<file path="src/rtl/router_pkt_fifo.sv">
// Per-destination output FIFO for the packet router. Optional store-and-forward
// commit/rollback, overflow discard, packet counter and idle-timeout soft reset.
module router_pkt_fifo #(
  parameter int unsigned DATA_W    = 8,
  parameter int unsigned DEPTH     = 16,
  parameter bit          STORE_FWD = 1'b1,
  parameter int unsigned TIMEOUT   = 30
) (
  input  logic                   clock,
  input  logic                   resetn,
  input  logic                   write_enb,
  input  logic                   lfd_state,
  input  logic                   pkt_end,
  input  logic                   pkt_drop,
  input  logic [DATA_W-1:0]      data_in,
  input  logic                   read_enb,
  output logic [DATA_W-1:0]      data_out,
  output logic                   valid_out,
  output logic                   full,
  output logic                   overflow,
  output logic                   soft_reset,
  output logic [$clog2(DEPTH):0] pkt_count
);

  localparam int unsigned AW = $clog2(DEPTH);
  localparam int unsigned LW = DATA_W - 2;  // header length field width
  localparam int unsigned TW = $clog2(TIMEOUT + 1);
  localparam logic [AW:0]   DepthCnt = {1'b1, {AW{1'b0}}};
  localparam logic [TW-1:0] TLast    = TW'(TIMEOUT - 1);
  localparam logic [LW:0]   ROne     = {{LW{1'b0}}, 1'b1};

  logic [DATA_W:0]     mem_q [DEPTH];
  logic [AW:0]         wr_ptr_q, wr_ptr_d, cm_ptr_q, cm_ptr_d, rd_ptr_q, rd_ptr_d;
  logic [AW:0]         pkt_count_q, pkt_count_d, wr_base;
  logic [LW:0]         rcnt_q, rcnt_d;
  logic [TW-1:0]       tcnt_q, tcnt_d;
  logic [DATA_W-1:0]   data_out_q, data_out_d;
  logic                pend_q, pend_d, discard_q, discard_d, last_q, last_d;
  logic                overflow_q, overflow_d, soft_reset_q, soft_reset_d;
  logic                do_read, wr_ok, ovf_hit, timeout_hit, cnt_inc, cnt_dec;
  logic [DATA_W:0]     rd_word;

  assign valid_out   = (rd_ptr_q != cm_ptr_q);
  assign full        = ((wr_ptr_q - rd_ptr_q) == DepthCnt);
  assign do_read     = read_enb && valid_out;
  assign rd_word     = mem_q[rd_ptr_q[AW-1:0]];
  assign timeout_hit = valid_out && !read_enb && (tcnt_q == TLast);
  // A packet that alone fills the FIFO can never be committed, so it is thrown away.
  assign ovf_hit     = STORE_FWD && write_enb && full && (cm_ptr_q == rd_ptr_q) &&
                       !discard_q && !pend_q && !soft_reset_q;
  // While discarding, only a new header may re-open the write side.
  assign wr_ok       = write_enb && !full && !soft_reset_q && (!discard_q || lfd_state);

  // Next-state: write/commit/rollback, read counter, packet count and timeout flush.
  always_comb begin
    wr_ptr_d     = wr_ptr_q;
    cm_ptr_d     = cm_ptr_q;
    rd_ptr_d     = rd_ptr_q;
    rcnt_d       = rcnt_q;
    tcnt_d       = '0;
    data_out_d   = data_out_q;
    pend_d       = 1'b0;
    discard_d    = discard_q;
    last_d       = 1'b0;
    overflow_d   = 1'b0;
    soft_reset_d = 1'b0;
    cnt_inc      = 1'b0;
    cnt_dec      = 1'b0;
    pkt_count_d  = pkt_count_q;
    // A late drop rolls back first, so a write in the same cycle lands at the commit point.
    wr_base      = (STORE_FWD && pend_q && pkt_drop) ? cm_ptr_q : wr_ptr_q;

    wr_ptr_d = wr_base;
    if (wr_ok) wr_ptr_d = wr_base + 1'b1;

    if (STORE_FWD) begin
      if (pend_q && !pkt_drop) begin
        cm_ptr_d = wr_ptr_q;
        cnt_inc  = 1'b1;
      end
      if (wr_ok && pkt_end) begin
        if (pkt_drop) wr_ptr_d = cm_ptr_q;
        else          pend_d   = 1'b1;
      end
      if (wr_ok) discard_d = 1'b0;
      if (ovf_hit) begin
        wr_ptr_d   = cm_ptr_q;
        discard_d  = 1'b1;
        overflow_d = 1'b1;
      end
    end else begin
      cm_ptr_d = wr_ptr_q;
      if (wr_ok && lfd_state) cnt_inc = 1'b1;
    end

    if (do_read) begin
      rd_ptr_d   = rd_ptr_q + 1'b1;
      data_out_d = rd_word[DATA_W-1:0];
      if (rd_word[DATA_W]) begin
        rcnt_d = {1'b0, rd_word[DATA_W-1:2]} + ROne;
      end else if (rcnt_q != '0) begin
        rcnt_d = rcnt_q - ROne;
        if (rcnt_q == ROne) begin
          cnt_dec = 1'b1;
          last_d  = 1'b1;
        end
      end
    end else if (last_q) begin
      data_out_d = '0;
    end

    if (cnt_inc && !cnt_dec)      pkt_count_d = pkt_count_q + 1'b1;
    else if (cnt_dec && !cnt_inc) pkt_count_d = pkt_count_q - 1'b1;

    if (valid_out && !read_enb) tcnt_d = tcnt_q + 1'b1;

    if (timeout_hit) begin
      wr_ptr_d     = '0;
      cm_ptr_d     = '0;
      rd_ptr_d     = '0;
      rcnt_d       = '0;
      tcnt_d       = '0;
      pkt_count_d  = '0;
      data_out_d   = '0;
      pend_d       = 1'b0;
      discard_d    = 1'b0;
      last_d       = 1'b0;
      overflow_d   = 1'b0;
      soft_reset_d = 1'b1;
    end
  end

  // Control and status registers.
  always_ff @(posedge clock or negedge resetn) begin
    if (!resetn) begin
      wr_ptr_q     <= '0;
      cm_ptr_q     <= '0;
      rd_ptr_q     <= '0;
      rcnt_q       <= '0;
      tcnt_q       <= '0;
      pkt_count_q  <= '0;
      data_out_q   <= '0;
      pend_q       <= 1'b0;
      discard_q    <= 1'b0;
      last_q       <= 1'b0;
      overflow_q   <= 1'b0;
      soft_reset_q <= 1'b0;
    end else begin
      wr_ptr_q     <= wr_ptr_d;
      cm_ptr_q     <= cm_ptr_d;
      rd_ptr_q     <= rd_ptr_d;
      rcnt_q       <= rcnt_d;
      tcnt_q       <= tcnt_d;
      pkt_count_q  <= pkt_count_d;
      data_out_q   <= data_out_d;
      pend_q       <= pend_d;
      discard_q    <= discard_d;
      last_q       <= last_d;
      overflow_q   <= overflow_d;
      soft_reset_q <= soft_reset_d;
    end
  end

  // Storage: header flag plus data byte per entry; contents need no reset.
  always_ff @(posedge clock) begin
    if (wr_ok) mem_q[wr_base[AW-1:0]] <= {lfd_state, data_in};
  end

  assign data_out   = data_out_q;
  assign overflow   = overflow_q;
  assign soft_reset = soft_reset_q;
  assign pkt_count  = pkt_count_q;

endmodule
</file>
<file path="config.mk">
export PLATFORM = sky130hd
export DESIGN_NAME = router_pkt_fifo
export DESIGN_NICKNAME = d
export VERILOG_FILES = /design/src/rtl/router_pkt_fifo.sv
export SDC_FILE = /design/constraint.sdc
export NUM_CORES = 1
export LEC_CHECK = 0
export CAP_MARGIN = 20
export CELL_PAD_IN_SITES_DETAIL_PLACEMENT = 0
export CELL_PAD_IN_SITES_GLOBAL_PLACEMENT = 1
export CORE_MARGIN = 2
export CORE_UTILIZATION = 40
export DETAILED_ROUTE_END_ITERATION = 10
export PLACE_DENSITY = 0.7
export REMOVE_ABC_BUFFERS = 1
export SYNTH_ARGS = -nofsm -noshare
export SYNTH_HDL_FRONTEND = slang
export SYNTH_SLANG_ARGS = --single-unit
</file>
<file path="constraint.sdc">
create_clock -name clock -period 5.5 [get_ports clock]
set_input_delay 0.825 -clock clock [delete_from_list [all_inputs] [get_ports clock]]
set_output_delay 0.825 -clock clock [all_outputs]
set_load 0.005 [all_outputs]
</file>
# --- After elaboration in Yosys (flattened, before gate mapping) ---
# Memory sizes are Yosys's and may differ from the RTL's.
# Index checks and enable logic that the tools add are counted.
# W data, S select, Z words.
op_classes:
  addsub: 8
  n_eq_ne: 5
  n_mux: 39
  n_reduce_logical: 33
ops:
  columns: ["cell", "count"]
  rows:
  - ["$mux W5", 15]
  - ["$mux W7", 4]
  - ["$mux W8", 3]
  - ["$add A5 B1 Y5 const B", 4]
  - ["$mux W1", 17]
  - ["$logic_and A1 B1 Y1", 16]
  - ["$reduce_bool A3 Y1", 4]
  - ["$eq A5 B5 Y1 const B", 2]
  - ["$logic_not A1 Y1", 8]
  - ["$add A6 B1 Y7 const B", 1]
  - ["$eq A7 B1 Y1 const B", 1]
  - ["$reduce_bool A7 Y1", 1]
  - ["$sub A7 B1 Y7 const B", 1]
  - ["$eq A5 B5 Y1", 1]
  - ["$ne A5 B5 Y1", 1]
  - ["$sub A5 B1 Y5 const B", 1]
  - ["$sub A5 B5 Y5", 1]
  - ["$reduce_bool A2 Y1", 2]
  - ["$reduce_and A2 Y1", 1]
  - ["$logic_or A1 B1 Y1", 1]
word_totals:
  ff_bits: 45
  mem_bits_rw: 144
  in_bits: 15
  output_inout_bits: 17
  word_cells: 98
  n_memories: 1
mem_list:
  columns: ["name", "depth", "word_bits", "rd", "rd_ports_with_merged_regs", "write_ports", "line_no", "rtl"]
  rows:
  - ["mem_q", 16, 9, 1, 0, 1, "32", "logic [DATA_W:0] mem_q [DEPTH];"]

# --- Logic depth before layout (Yosys ltp) ---
# Gate-level depths: netlist (run 1).
logic_depth:
  depth_word: 11
  mapped_depth: 15
  depth_no_buf: 12

# --- Worst setup path before layout (run 1) ---
# No wires, ideal clock.
synth_path:
  path_type: "reg2reg"
  from: "register rd_ptr_q[0]"
  to: "register pkt_count_q[4], in the netlist pkt_count[4]"
  setup_time_ns: 0.118
  arrival_ns: 3.020
  t_required_ns: 5.382
  slack_ns: 2.361
  stages_incl_launch_ff: 15
  path_buffers: 2
  period_less_slack_ns: 3.139
  path_cell_list: "dfrtp_1 buf_6 buf_12 mux4_2 mux2i_4 mux2i_4 nand2b_1 o21ai_0 ha_1 a21o_1 a21oi_1 nor2_1 mux2i_1 xor2_1 nor2_1"
synth_between:
  elab_chain_cells: 7
  word_cells_on_any_way: 13
  classes_between: "eq/ne: 1; mux: 4; reduce/logical: 7; memory: 1"
synth_rtl:
  columns: ["item", "line_no", "rtl"]
  rows:
  - ["from (decl)", "33", "logic [AW:0] wr_ptr_q, wr_ptr_d, cm_ptr_q, cm_ptr_d, rd_ptr_q, rd_ptr_d;"]
  - ["from (signal assigned)", "151", "rd_ptr_q <= rd_ptr_d;"]
  - ["$mem_v2 Z16 W9 or $ne A5 B5 Y1 (tied branches)", null, null]
  - ["$mux W1 or $logic_and A1 B1 Y1 (tied branches)", "99, 45", null]
  - ["$mux W1", "96", "if (do_read) begin"]
  - ["$logic_not A1 Y1", "112", "if (cnt_inc && !cnt_dec) pkt_count_d = pkt_count_q + 1'b1;"]
  - ["$logic_and A1 B1 Y1", "112", null]
  - ["$mux W5", "112", null]
  - ["$mux W5", "117", "if (timeout_hit) begin"]
  - ["to (signal assigned)", "154", "pkt_count_q <= pkt_count_d;"]
  - ["to (decl)", "34", "logic [AW:0] pkt_count_q, pkt_count_d, wr_base;"]
# Parallel ways exist; a longest one is shown, timed or not.
# A chain may end at the register's enable or synchronous reset.

# --- Worst setup path after layout (run 1) ---
layout_path:
  from: "register rd_ptr_q[3]"
  to: "output full"
layout_between:
  elab_chain_cells: 2
layout_rtl:
  columns: ["item", "line_no", "rtl"]
  rows:
  - ["$sub A5 B5 Y5", "44", "assign full = ((wr_ptr_q - rd_ptr_q) == DepthCnt);"]
  - ["$eq A5 B5 Y1", "44", null]
  - ["to (decl)", "19", "output logic full,"]
# Every way passes these cells.

==> results of run 1 <==
-- per-stage QoR --
step | worst slack [ps] | power (mW)
2_1_floorplan | 1090 | 3.27
4_1_cts | 1260 | 5.10
5_1_grt | 1140 | 5.35
6_report | 1330 | 5.04
3_3_place_gp | 1690 | 3.85
3_5_place_dp | 1620 | 3.88
-- worst reg2reg max path: cells and delay by family, from the launching register on --
family,cells,cell delay [ps]
and+or+nand+nor,5,1320
buffers and inverters,1,410
AOI/OAI and AO/OA,1,120
adders and majority gates,1,290
DFF,1,700
xor gates and xnor gates,1,340
-- layout make-up --
class	count	share of cell area
flip-flops and latches	189	0.575
inverters	15	0.00594
multi-input cells	292	0.285
repair buffers	36	0.0375
clock buffers	18	0.0453
clock inverters	14	0.0160
well taps	270	0.0356
-- metal layers --
metal | track usage | wire length, µm
met1 | 0.229 | 7710
met2 | 0.265 | 8510
met3 | 0.0331 | 694
met4 | 0.0452 | 85
met5 | 0 | 0
-- power by group through the flow --
stage | Sequential [mW] | Combinational (mW) | Clock, mW
5_1_grt | 2.03 | 2.02 | 1.30
2_1_floorplan | 2.03 | 1.24 | 0
3_3_place_gp | 2.02 | 1.83 | 0
3_5_place_dp | 2.03 | 1.85 | 0
4_1_cts | 2.00 | 1.86 | 1.24
6_report | 2.00 | 1.83 | 1.21
-- registers in the layout (all words and copies together), names as in the netlist --
register	cells
last_q	1
pend_q	1
overflow	1
data_out	8
mem_q	144
wr_ptr_q	5
rd_ptr_q	5
cm_ptr_q	5
tcnt_q	5
rcnt_q	7
discard_q	1
soft_reset	1
pkt_count	5
-- Yosys cell counts (3+ instances only) --
cell type / count / share of area
a21oi_1: 16 / 0.0096
a22o_1: 10 / 0.010
a31oi_1: 3 / 0.0023
and2_1: 17 / 0.013
and3_1: 3 / 0.0023
buf_2: 3 / 0.0018
buf_4: 3 / 0.0027
buf_6: 5 / 0.0067
clkbuf_1: 3 / 0.0013
dfrtp_1: 45 / 0.13
edfxtp_1: 144 / 0.52
ha_1: 17 / 0.025
inv_1: 12 / 0.0054
mux2_2: 4 / 0.0054
mux2i_1: 15 / 0.018
mux2i_4: 3 / 0.0081
mux4_1: 7 / 0.022
mux4_2: 31 / 0.084
nand2_1: 40 / 0.018
nand2b_1: 7 / 0.0052
nand3_1: 9 / 0.0054
nand3b_1: 4 / 0.0036
nand4_1: 5 / 0.0037
nor2_1: 27 / 0.012
nor3_1: 4 / 0.0024
o21ai_0: 11 / 0.0066
or2_2: 3 / 0.0023
or3_1: 3 / 0.0023
xnor2_1: 17 / 0.018
xor2_1: 6 / 0.0063
-- kinds of logic after synthesis --
group           after synthesis  synth area share
flops                       189             0.653
simple gates                134            0.0825
xor+xnor                     25            0.0288
buf+inv                      33            0.0232
compound gates               55            0.0469
mux                          60             0.137
fa+ha+maj                    18            0.0279
-- final timing paths --
path / to / slack [ps]
max reg2reg: mem_q[10][2] / 1960
max: full / 1330
max in group asynchronous: rcnt_q[3] / 4740
min: pkt_count[1] / 270
min reg2reg: tcnt_q[0] / 500
min in group clock: tcnt_q[0] / 500
==> flow_metrics.tcl, run 1 <==
set metrics [dict create \
    fin_cells 834 \
    startpoint_type "flip-flop" \
    drive_gt1_frac 0.156 \
    htree_num_levels 4 \
    syn_avg_cell_area_um2 16.2 \
    dp.cells 801 \
    ys.flop_type "edfxtp_1" \
    finalCriticalPeriod_ps 4170 \
    p_leak_nw 3.36 \
    gp_congestion 0.761 \
    fin_setup_tns_ps 0 \
    cts_setup_buffers 0 \
    syn_area_um2 8340 \
    num_vias 4443 \
    synth-edff-count 144 \
    hp-class "input port to async pin" \
    drt_iter0_drc 263 \
    num_antenna_cells 0 \
    clockRootBuffer "clkbuf_16" \
    synth-async-reset-ratio 0.238 \
    layout_commonest_cell "edfxtp_1" \
    cap_viol_max_count 0 \
    port_buffers 31 \
    clock_path_buffers 2 \
    critical_path.max_fanout 15 \
    worstSetupStartpoint "rd_ptr_q[3]" \
    cts_buffers 17 \
    p_sw_frac 0.346 \
    wl_per_cell_um 20.4 \
    groute.usage.overall 0.164 \
    r2r-start "rd_ptr_q[3]" \
    syn_to_final_growth_pct 13.7 \
    antenna_found_initial 0 \
    viasPerCell 5.33 \
    core_um2 20400 \
    timing.slew.headroom 0.565 \
    grt_max_degree 46 \
    cpLargestDelayFamily "buffers and inverters" \
    synthDistinctLibCells 59 \
    yosysSeqAreaShare 0.653 \
    die-area_um2 22000 \
    fin_skew_ps 18.8 \
    p_comb_frac 0.363 \
    seqPwrFrac 0.397 \
    crit_path_cell_trace "clkinv_1, ha_1, xnor3_1, nand4_1, a211oi_4, clkdlybuf4s50_1" \
    die_h_um 148 \
    die_x_um 148 \
    ant_nets 0 \
    cts_sinks 189 \
    multi_input_area_um2 2700 \
    synth_cells 514 \
    drt-total-wl_mm 17.0 \
    seq_area_um2 5450 \
    cp.arrival_ps 3350 \
    critPathRequiredTime_ps 4680 \
    hold_viol 0 \
    ios 32 \
    max_freq_mhz 240 \
    status "finished clean" \
    yosys_register_bits 189 \
    finish.utilization 0.466 \
    rows 52 \
    slowest_stage "dfrtp_1" \
    cts_tree "built" \
    worst_r2r_path_depth 9 \
    grt_pass1_vias 4561 \
    insertion_delay_ps 440 \
    grt_overflow 0 \
    final_cell_mix "144 x edfxtp_1, 44 x dfrtp_1, 40 x nand2_1" \
    period_share 0.759 \
    setup_viol 0 \
    stdcell_area_um2 9480 \
    cts_hold_buffers 0 \
    nNetsFinal 584 \
    hold_ws_ps 271 \
    intPower_mw 3.30 \
    cpPeakStageDelay_ps 700 \
    dr.pass1.iters 4 \
    yosysWarnings 0 \
    worst-setup-path-type "flip-flop to primary output" \
    pwr-share-clk 0.241 \
    dp_hpwl_mm 11.5 \
    power_switching_mw 1.75 \
    critPathCaptureType "primary output" \
    grt_pass1_wl_mm 26.6 \
    path_buf_inv 2 \
    cts_resized 0 \
    clk_pin_slew_worst_paths_ps 70 \
    placed_area_um2 8880 \
    grt_setup_unrepaired "false" \
    cp.depth 6 \
    fillCellCount 1719 \
    finalMaxSlewViolations 0 \
    start_util 0.410 \
    vdd_drop_max_v 0.000223 \
    tightest_slew_ps 650 \
    powerDensity_nw_per_um2 532 \
    drc 0 \
]
No activity file was read; power rests on OpenSTA's default activity.
==> run 2, diff against run 1 <==
- PLACE_DENSITY: 0.7 -> 0.72
- clock period: 5.5 -> 3.4 ns (I/O delays scaled with it)
==> flow_metrics.tcl, run 2 (synthesis gave the netlist of run 1 again) <==
set metrics [dict create \
    die_x_um 148 \
    htree_num_levels 4 \
    p_leak_nw 3.50 \
    die-area_um2 22000 \
    tightest_slew_ps 653 \
    start_util 0.410 \
    dr.pass1.iters 5 \
    largest_reg_flops 144 \
    powerDensity_nw_per_um2 849 \
    layout_commonest_cell "edfxtp_1" \
    num_vias 4629 \
    total_power_mw 8.22 \
    num_antenna_cells 0 \
    groute.usage.overall 0.169 \
    insertion_delay_ps 430 \
    drt_iter0_drc 519 \
    grt_max_degree 46 \
    finalMaxSlewViolations 0 \
    hold_viol 0 \
    finalCriticalPeriod_ps 3220 \
    clockRootBuffer "clkbuf_16" \
    critical_path.max_fanout 7 \
    ant_nets 0 \
    drt-total-wl_mm 17.3 \
    grt_overflow 0 \
    grt_pass1_vias 4720 \
    max_freq_mhz 310 \
    cts_sinks 189 \
    syn_to_final_growth_pct 16.0 \
    core_um2 20400 \
    dp_hpwl_mm 11.7 \
    drive_gt1_frac 0.193 \
    critPathRequiredTime_ps 2890 \
    vdd_drop_max_v 0.000423 \
    nNetsFinal 612 \
    antenna_found_initial 0 \
    die_h_um 148 \
    viasPerCell 5.38 \
    cts_tree "built" \
    gp_congestion 0.792 \
    fin_skew_ps 8.51 \
    status "finished clean" \
    final_cell_mix "144 x edfxtp_1, 44 x dfrtp_1, 40 x nand2_1" \
    cts_hold_buffers 0 \
    cts_setup_buffers 1 \
    port_buffers 31 \
    startpoint_type "flip-flop" \
    rows 52 \
    grt_setup_unrepaired "false" \
    fin_cells 861 \
    p_sw_frac 0.340 \
    period_share 0.948 \
    critPathCaptureType "primary output" \
    dp.cells 828 \
    worst-setup-path-type "flip-flop to primary output" \
    hp-class "input port to async pin" \
    intPower_mw 5.43 \
    drc 0 \
    p_comb_frac 0.381 \
    reg2reg_slack_ps 310 \
    finish.utilization 0.475 \
    ios 32 \
    clock_path_buffers 2 \
    wl_per_cell_um 20.1 \
    clk_pin_slew_worst_paths_ps 70 \
    cts_buffers 17 \
    timing.slew.headroom 0.563 \
    setup_viol 0 \
    power_switching_mw 2.79 \
    cts_resized 0 \
    pwr-share-clk 0.233 \
    cp.arrival_ps 2710 \
    grt_pass1_wl_mm 27.4 \
    seqPwrFrac 0.386 \
    cap_viol_max_count 0 \
]
## run 2: path summary, 6_finish.rpt
| kind | end | from | cells after the start |
|---|---|---|---|
| max in group asynchronous | data_out[5] | resetn | 2 |
| min in group clock | data_out[5] | data_out[5] | 1 |
| min reg2reg | data_out[5] | data_out[5] | 1 |
| min | overflow | resetn | 1 |
| max | full | rd_ptr_q[1] | 6 |
| max reg2reg | pkt_count[4] | rd_ptr_q[0] | 12 |
## run 2: worst max-delay path, cell delays in order, from the launching register on
cell             delay (ps)
dfrtp_1                 470
clkinv_1                230
ha_1                    360
nand3b_1                100
a211o_1                 310
a211oi_4                260
clkdlybuf4s50_1         560
## run 2: layout make-up
cell class / instances / area [µm²]
Timing Repair Buffer: 64 / 566
Multi-Input combinational cell: 292 / 2700
Clock inverter: 13 / 133
Clock buffer: 18 / 429
Tap cell: 270 / 338
Inverter: 15 / 56.3
Sequential cell: 189 / 5450
Fill cell: 1745 / 10700
## run 2: metrics by stage
stage	hold WS, ps	setup WS, ps	instance area [µm²]	setup TNS (ps)
finish	5.77	176	9680	0
global route	12.1	40.7	9680	0
CTS	279	150	9660	0
detailed placement	489	316	9090	0
global placement	480	388	9090	0
floorplan	214	-1010	8200	-10870
## run 2: metal layers
| layer | part of all wire | track usage | wire [µm] |
|---|---|---|---|
| met4 | 0.014 | 0.0505 | 251 |
| met3 | 0.048 | 0.0340 | 837 |
| met1 | 0.43 | 0.227 | 7540 |
| met2 | 0.50 | 0.279 | 8710 |
| met5 | 0 | 0 | 0 |
## run 2: power groups by stage
stage	combinational [mW]	sequential, mW	clock, mW
floorplan	2.00	3.29	0
global placement	3.09	3.20	0
detailed placement	3.14	3.22	0
CTS	3.18	3.18	1.95
global route	3.47	3.22	2.04
finish	3.13	3.18	1.91
==> run 3, diff against run 2 <==
- CTS_CLUSTER_DIAMETER: default -> 200
==> results of run 3 <==
No change in the layout: final DEF, timing and power equal those of run 2.
